## config.mk

```make
export PLATFORM = sky130hd
export DESIGN_NAME = seq_controller
export DESIGN_NICKNAME = d
export VERILOG_FILES = /design/src/rtl/seq_pkg.sv /design/src/rtl/seq_pc_select.sv /design/src/rtl/seq_controller.sv
export SDC_FILE = /design/constraint.sdc
export NUM_CORES = 1
export LEC_CHECK = 0
export ABC_AREA = 1
export BUFFER_PORTS_ARGS = -buffer_cell sky130_fd_sc_hd__buf_2
export CAP_MARGIN = 20
export CORE_MARGIN = 1.5
export CORE_UTILIZATION = 35
export CTS_CLUSTER_DIAMETER = 40
export DETAILED_ROUTE_END_ITERATION = 7
export PLACE_DENSITY_LB_ADDON = 0.1
export SYNTH_ARGS = -nofsm -noshare
export SYNTH_HDL_FRONTEND = slang
export SYNTH_SLANG_ARGS = --single-unit
```

## constraint.sdc

```tcl
create_clock -name clk -period 3.1 [get_ports clk]
set_input_delay 0.155 -clock clk [delete_from_list [all_inputs] [get_ports clk]]
set_output_delay 0.155 -clock clk [all_outputs]
set_load 0.005 [all_outputs]
```

## src/rtl/seq_pkg.sv

```systemverilog
// seq_pkg: shared constants and types for the SEQ Y-86 sequencing controller.
//   - icode constants IHALT..IPOPQ
//   - processor status codes (AOK/HLT/ADR/INS)
//   - controller state enum
package seq_pkg;

    // Y-86 instruction codes
    localparam logic [3:0] IHALT   = 4'h0;
    localparam logic [3:0] INOP    = 4'h1;
    localparam logic [3:0] IRRMOVQ = 4'h2;
    localparam logic [3:0] IIRMOVQ = 4'h3;
    localparam logic [3:0] IRMMOVQ = 4'h4;
    localparam logic [3:0] IMRMOVQ = 4'h5;
    localparam logic [3:0] IOPQ    = 4'h6;
    localparam logic [3:0] IJXX    = 4'h7;
    localparam logic [3:0] ICALL   = 4'h8;
    localparam logic [3:0] IRET    = 4'h9;
    localparam logic [3:0] IPUSHQ  = 4'hA;
    localparam logic [3:0] IPOPQ   = 4'hB;

    // Processor status codes
    localparam logic [2:0] STAT_AOK = 3'd1;
    localparam logic [2:0] STAT_HLT = 3'd2;
    localparam logic [2:0] STAT_ADR = 3'd3;
    localparam logic [2:0] STAT_INS = 3'd4;

    // Controller states, one per datapath stage plus idle/terminal
    typedef enum logic [2:0] {
        S_IDLE      = 3'd0,
        S_FETCH     = 3'd1,
        S_DECODE    = 3'd2,
        S_EXECUTE   = 3'd3,
        S_MEMORY    = 3'd4,
        S_WRITEBACK = 3'd5,
        S_PCUPD     = 3'd6,
        S_STOP      = 3'd7
    } state_t;

endpackage

```

## src/rtl/seq_pc_select.sv

```systemverilog
// pc_select: combinational next-PC mux for the SEQ processor.
//   icode  in  4   instruction code
//   cnd    in  1   branch condition from execute
//   valC   in  64  constant word (call / jump target)
//   valP   in  64  fall-through PC
//   valM   in  64  return address read from memory
//   new_pc out 64  PC of the next instruction
module pc_select
    import seq_pkg::*;
(
    input  logic [3:0]  icode,
    input  logic        cnd,
    input  logic [63:0] valC,
    input  logic [63:0] valP,
    input  logic [63:0] valM,
    output logic [63:0] new_pc
);

    always_comb begin
        new_pc = valP;
        case (icode)
            ICALL:   new_pc = valC;
            IJXX:    new_pc = cnd ? valC : valP;
            IRET:    new_pc = valM;
            default: new_pc = valP;
        endcase
    end

endmodule

```

## src/rtl/seq_controller.sv

```systemverilog
// seq_controller: stage sequencer for the SEQ Y-86 processor.
// Steps fetch/decode/execute/memory/write-back/PC-update one stage per
// clock, owns the architectural PC and status code, and stops the machine
// on halt, invalid instruction, fetch address fault, data memory fault or
// a data memory timeout.
//   clk, rst                 clock, async active-high reset
//   run                      start request (IDLE only)
//   icode, cnd, valC, valP,  datapath values used for the next-PC decision
//   valM
//   halt, instruct_err,      fetch-stage fault flags (FETCH only)
//   mem_err
//   dmem_ready, dmem_err     data memory handshake (MEMORY only)
//   PC                       architectural PC
//   en_*                     one-hot stage enables
//   stat                     status code (AOK/HLT/ADR/INS)
//   busy                     executing (not IDLE, not STOP)
//   retired, instr_count     retirement pulse and counter
module seq_controller
    import seq_pkg::*;
#(
    parameter logic [63:0] RESET_PC    = 64'd0,
    parameter int          MEM_TIMEOUT = 16
) (
    input  logic        clk,
    input  logic        rst,
    input  logic        run,
    input  logic [3:0]  icode,
    input  logic        cnd,
    input  logic [63:0] valC,
    input  logic [63:0] valP,
    input  logic [63:0] valM,
    input  logic        halt,
    input  logic        instruct_err,
    input  logic        mem_err,
    input  logic        dmem_ready,
    input  logic        dmem_err,
    output logic [63:0] PC,
    output logic        en_fetch,
    output logic        en_decode,
    output logic        en_execute,
    output logic        en_memory,
    output logic        en_writeback,
    output logic        en_pc,
    output logic [2:0]  stat,
    output logic        busy,
    output logic        retired,
    output logic [31:0] instr_count
);

    // Wait-counter value seen on the last permitted MEMORY cycle.
    localparam logic [7:0] WAIT_LAST = 8'(MEM_TIMEOUT - 1);

    state_t      state, state_next;
    logic [2:0]  stat_q, stat_next;
    logic [63:0] pc_q;
    logic [63:0] new_pc;
    logic [7:0]  wait_cnt;
    logic [31:0] count_q;

    pc_select u_pc_select (
        .icode  (icode),
        .cnd    (cnd),
        .valC   (valC),
        .valP   (valP),
        .valM   (valM),
        .new_pc (new_pc)
    );

    // State register
    always_ff @(posedge clk or posedge rst) begin
        if (rst) begin
            state  <= S_IDLE;
            stat_q <= STAT_AOK;
        end else begin
            state  <= state_next;
            stat_q <= stat_next;
        end
    end

    // Next-state and status decision
    always_comb begin
        state_next = state;
        stat_next  = stat_q;
        case (state)
            S_IDLE: begin
                if (run) state_next = S_FETCH;
            end
            S_FETCH: begin
                // Fixed priority: address fault, then bad icode, then halt.
                if (mem_err) begin
                    state_next = S_STOP;
                    stat_next  = STAT_ADR;
                end else if (instruct_err) begin
                    state_next = S_STOP;
                    stat_next  = STAT_INS;
                end else if (halt) begin
                    state_next = S_STOP;
                    stat_next  = STAT_HLT;
                end else begin
                    state_next = S_DECODE;
                end
            end
            S_DECODE:  state_next = S_EXECUTE;
            S_EXECUTE: state_next = S_MEMORY;
            S_MEMORY: begin
                // Ready on the final permitted cycle beats the timeout.
                if (dmem_ready) begin
                    if (dmem_err) begin
                        state_next = S_STOP;
                        stat_next  = STAT_ADR;
                    end else begin
                        state_next = S_WRITEBACK;
                    end
                end else if (wait_cnt == WAIT_LAST) begin
                    state_next = S_STOP;
                    stat_next  = STAT_ADR;
                end
            end
            S_WRITEBACK: state_next = S_PCUPD;
            S_PCUPD:     state_next = S_FETCH;
            S_STOP:      state_next = S_STOP;
            default:     state_next = S_IDLE;
        endcase
    end

    // Wait counter: held at zero outside MEMORY so every entry starts clean.
    always_ff @(posedge clk or posedge rst) begin
        if (rst) begin
            wait_cnt <= 8'd0;
        end else if (state != S_MEMORY) begin
            wait_cnt <= 8'd0;
        end else if (!dmem_ready) begin
            wait_cnt <= wait_cnt + 8'd1;
        end
    end

    // PC and retirement counter only change on the PC-update stage, so a
    // faulting or halting instruction leaves both untouched.
    always_ff @(posedge clk or posedge rst) begin
        if (rst) begin
            pc_q    <= RESET_PC;
            count_q <= 32'd0;
        end else if (state == S_PCUPD) begin
            pc_q    <= new_pc;
            count_q <= count_q + 32'd1;
        end
    end

    // Outputs decoded from the state register so reset clears them at once.
    assign en_fetch     = (state == S_FETCH);
    assign en_decode    = (state == S_DECODE);
    assign en_execute   = (state == S_EXECUTE);
    assign en_memory    = (state == S_MEMORY);
    assign en_writeback = (state == S_WRITEBACK);
    assign en_pc        = (state == S_PCUPD);
    assign busy         = (state != S_IDLE) && (state != S_STOP);
    assign retired      = (state == S_PCUPD);

    assign PC          = pc_q;
    assign stat        = stat_q;
    assign instr_count = count_q;

endmodule

```

* Word level (Yosys, flattened, before mapping) *
Cells that the tools add are included.
W data, S select, Z words.

word-level totals
  output and inout port bits = 107
  latch bits = 0
  register bits = 110
  RAM bits = 0
  ROM bits = 0
  input port bits = 205
  logic and storage cells = 50
  memories kept = 0

operators by class
  multiplexer cells = 19
  divide/modulo/power cells = 0
  add/sub/neg operators = 2
  bitwise gates (word level) = 0
  reductions and logical operators = 6
  order comparisons = 0
  equal/unequal tests = 18
  $mul = 0
  shifts and indexed selects = 0

operators with widths
  operator                 number
  $pmux W64 S3             1
  $mux W64                 1
  $mux W3                  12
  $add A32 B1 Y32 const B  1
  $pmux W3 S8              1
  $mux W8                  2
  $eq A3 B3 Y1 const B     4
  $ne A3 B3 Y1 const B     3
  $add A8 B1 Y8 const B    1
  $eq A4 B4 Y1 const B     2
  $eq A8 B4 Y1 const B     1
  $eq A3 B2 Y1 const B     2
  $pmux W3 S2              1
  $eq A4 B3 Y1 const B     1
  $ne A4 B4 Y1 const B     1
  $reduce_and A4 Y1        1
  $eq A3 B1 Y1 const B     1
  $logic_not A3 Y1         1
  $ne A3 B2 Y1 const B     1
  $reduce_bool A3 Y1       1
  $mux W2                  1
  $ne A2 B1 Y1 const B     1
  $ne A2 B2 Y1 const B     1
  $reduce_and A2 Y1        1
  other kinds (2)          2

* Longest topological paths before layout *
  word-level depth = 4
  mapped depth = 9
  mapped depth without buffers = 9

* Cells and area by module *
A second synthesis with hierarchy kept.

second synthesis, totals
  cell total of the unflattened synthesis = 1197
  area total of the unflattened synthesis = 7606.0 um2

modules (own cells, without submodules)
  module          instances  cells an instance  area each (um2)
  seq_controller  1          613                4933.5
  pc_select       1          584                2672.6

* Least setup slack after synthesis *
Ideal clock, no wire load.

  kind = reg-to-reg
  start = register count_q[0] (netlist: instr_count[0])
  end = register count_q[26] (netlist: instr_count[26])
  slack = 1.671 ns
  arrival time = 1.312 ns
  stages on the path, launching flop included = 9
  data required time = 2.983 ns
  path buffers = 0
  period minus slack after synthesis = 1.429 ns
  cells stage by stage = dfrtp_1 -> ha_1 -> inv_1 -> nor2_1 -> nand3_1 -> nor2_2 -> nand3_1 -> nand2_1 -> nand2_1

on the way
  cells in the longest elaborated chain, start to end = 1

ends and longest elaborated chain
  element                 line                   source
  start, declared         seq_controller.sv:58   logic [31:0] count_q;
  start signal, assigned  seq_controller.sv:145  count_q <= count_q + 32'd1;
  $add A32 B1 Y32         seq_controller.sv:145

No other way between the ends.
A chain may end at the register's enable or synchronous reset.

* Final worst setup path *
  start = register state[2]
  end = output port retired

on the way
  cells in the longest elaborated chain, start to end = 1

ends and longest elaborated chain
  element                 line                   source
  start, declared         seq_controller.sv:53   state_t state, state_next;
  start signal, assigned  seq_controller.sv:75   state <= state_next;
  $eq A3 B3 Y1            seq_controller.sv:157  assign retired = (state == S_PCUPD);
  end, declared           seq_controller.sv:46   output logic retired,

No other way between the ends.

==> results.cfg <==
[outcome]
status = finished clean

[grt]
grt_pass1_wl_um = 40800
grt_max_degree = 80
antenna_found_initial = 6
grt.overflow.total = 0
grt_use_total_pct = 22.8
grt_pass1_vias = 8183

[setup_path]
cp.arrival_ps = 2150
critPathKind = reg -> out
max_stage_delay_ps = 670
ff2ff_path_depth = 5
start_kind = flip-flop
crit_cells = 4
worst-path-buf-inv = 2
cp_top_family = buffers and inverters
path_cells = nand2_2 > nor2_4 > buf_4 > buf_2
path_max_fanout = 70
cp-end-kind = primary output
crit_path_top_delay_cell = buf_4
required_ps = 2940

[die]
start_util_pct = 35.5
std_cell_rows = 54
pin_count = 312
die_h_um = 151
dieArea_um2 = 22900
die-width_um = 151
core_area_um2 = 21700

[detailed_routing]
post-route-drc-count = 0
antenna_left = 0
routedWlPerCell_um = 15.0
drtPass1Iterations = 5
route.vias.total = 8729
wl_um = 26300
drt_iter0_drc = 460
routed_via_density = 4.98

[cts]
cts_resized = 0
cts-root-buf = clkbuf_16
clk_pin_slew_ps = 80
cts_buffers = 9
ctsHoldBuffers = 1
numClockSinks = 110
clock_latency_ps = 360
cts_tree = yes
htreeDepth = 3
postCtsSetupBuffers = 0
clockBufferDepth = 2

[placement]
placed_area_um2 = 9290
placement.io_buffers = 311
dp_slack_ps = 1120
hpwl_um = 18300
place_congestion = 0.848

[synth]
netlist.top_cell.by_area = dfrtp_1
synth_top_cell_area_share_pct = 35.5
ys_seq_area_share_pct = 35.8
synth_fp_nets = 1402
syn_avg_cell_area_um2 = 6.44
ys_seq_elements = 110
synth_cells = 1195
ys_types = 32
ys_warn_count = 0
synth.top_cells.by_area = dfrtp_1 (35%), nand2_1 (18%), nand3_1 (14%)
syn_area_um2 = 7690

[flow_run]
max_cap_violations = 0

[timing]
drv_slew = 0
layout_min_cycle_time_ps = 2300
post-route-period-util_pct = 74.3
hold_violations = 0
slew_headroom_pct = 33.0
finalSetupViolations = 0
tightest_slew_ps = 1010
layout_setup_ws_ps = 798
grt_setup_unrepaired = no
clock_skew_ps = 10.2
fin_setup_tns_ps = 0
max_freq_mhz = 434

[worst_hold_path]
holdPathStages = 3
worst_hold_path_type = in -> reg

[finish]
postLayoutCellArea_um2 = 9600
final_common_cell = nand2_1
final_cell_mix = nand2_1 (362), buf_2 (310), nand3_1 (217)
finalNetCount = 1665
layout-drive-gt1-share_pct = 24.3
area_growth_pct = 24.9

[power_and_ir_drop]
powerDensity_nw_per_um2 = 567
power_leakage_nw = 5.35
peakVddDrop_mv = 0.204
## metal layers
layer | wire length [um] | global-route usage, % | vias to the layer above
li1 | - | - | 4377
met1 | 11100 | 27.5 | 4032
met2 | 12700 | 39.4 | 285
met3 | 1910 | 5.36 | 33
met4 | 576 | 7.77 | 2
met5 | 12 | 0 | -
## final timing paths
| path | from | to | slack (ps) |
|---|---|---|---|
| setup reg to reg | state[2] | PC[61] | 1140 |
| hold reg to reg | stat[0] | stat[0] | 470 |
| setup / recovery | state[2] | retired | 800 |
| max in group asynchronous | rst | PC[45] | 1960 |
| hold / removal | run | state[1] | 110 |
| min in group asynchronous | rst | PC[10] | 350 |
## final cells by class
cell class                      count  area (um^2)
Fill cell                        2349        12100
Multi-Input combinational cell    896         4070
Antenna cell                        9         22.5
Clock buffer                       11          243
Clock inverter                      5         32.5
Inverter                          119          449
Tap cell                          280          350
Timing Repair Buffer              322         1680
Sequential cell                   110         2750
## where the power goes
part	internal, mW	switching [mW]	total, mW	leakage, nW
Clock	0.571	0.565	1.14	0.140
Sequential	1.92	0.300	2.22	1.41
Combinational	0.849	1.25	2.09	3.80
Total	3.34	2.11	5.45	5.35
## cells by family after synthesis
kind of cell | Yosys count | synth area share [%]
xor+xnor | 16 | 1.82
fa+ha+maj | 2 | 0.325
simple gates | 736 | 41.3
compound gates | 142 | 9.37
buf+inv | 189 | 11.4
flops | 110 | 35.8
## state kept, by name, summed over array words and instances, names as in the netlist
register     cells
wait_cnt         8
stat             3
PC              64
instr_count     32
state            3
## tightest hold or removal path, stage by stage
cell and delay (ps):
buf_2 80, o31ai_1 80, nor2_1 110
## Yosys cell counts (all sizes together)
| master | number |
|---|---|
| and2 | 1 |
| buf | 44 |
| inv | 119 |
| clkbuf | 26 |
| dfstp | 1 |
| a21oi | 4 |
| nand3 | 218 |
| nor3 | 7 |
| o31ai | 1 |
| dfrtp | 109 |
| o21ai | 136 |
| ha | 2 |
| nand4 | 14 |
| nor2 | 124 |
| a22o | 1 |
| nand2 | 366 |
| xnor2 | 10 |
| nand3b | 6 |
| xor2 | 6 |
## metrics by stage
step | power [mW] | std cells | hold slack [ps] | util, %
2_1_floorplan | 3.37 | 1195 | 330 | -
3_5_place_dp | 4.36 | 1726 | 193 | 42.9
4_1_cts | 5.53 | 1743 | 97.2 | 44.2
6_report | 5.45 | 1752 | 107 | 44.3
3_3_place_gp | 4.34 | 1726 | 185 | 42.9
5_1_grt | 5.88 | 1747 | 95.2 | 44.2
(Power assumes the default switching activity.)
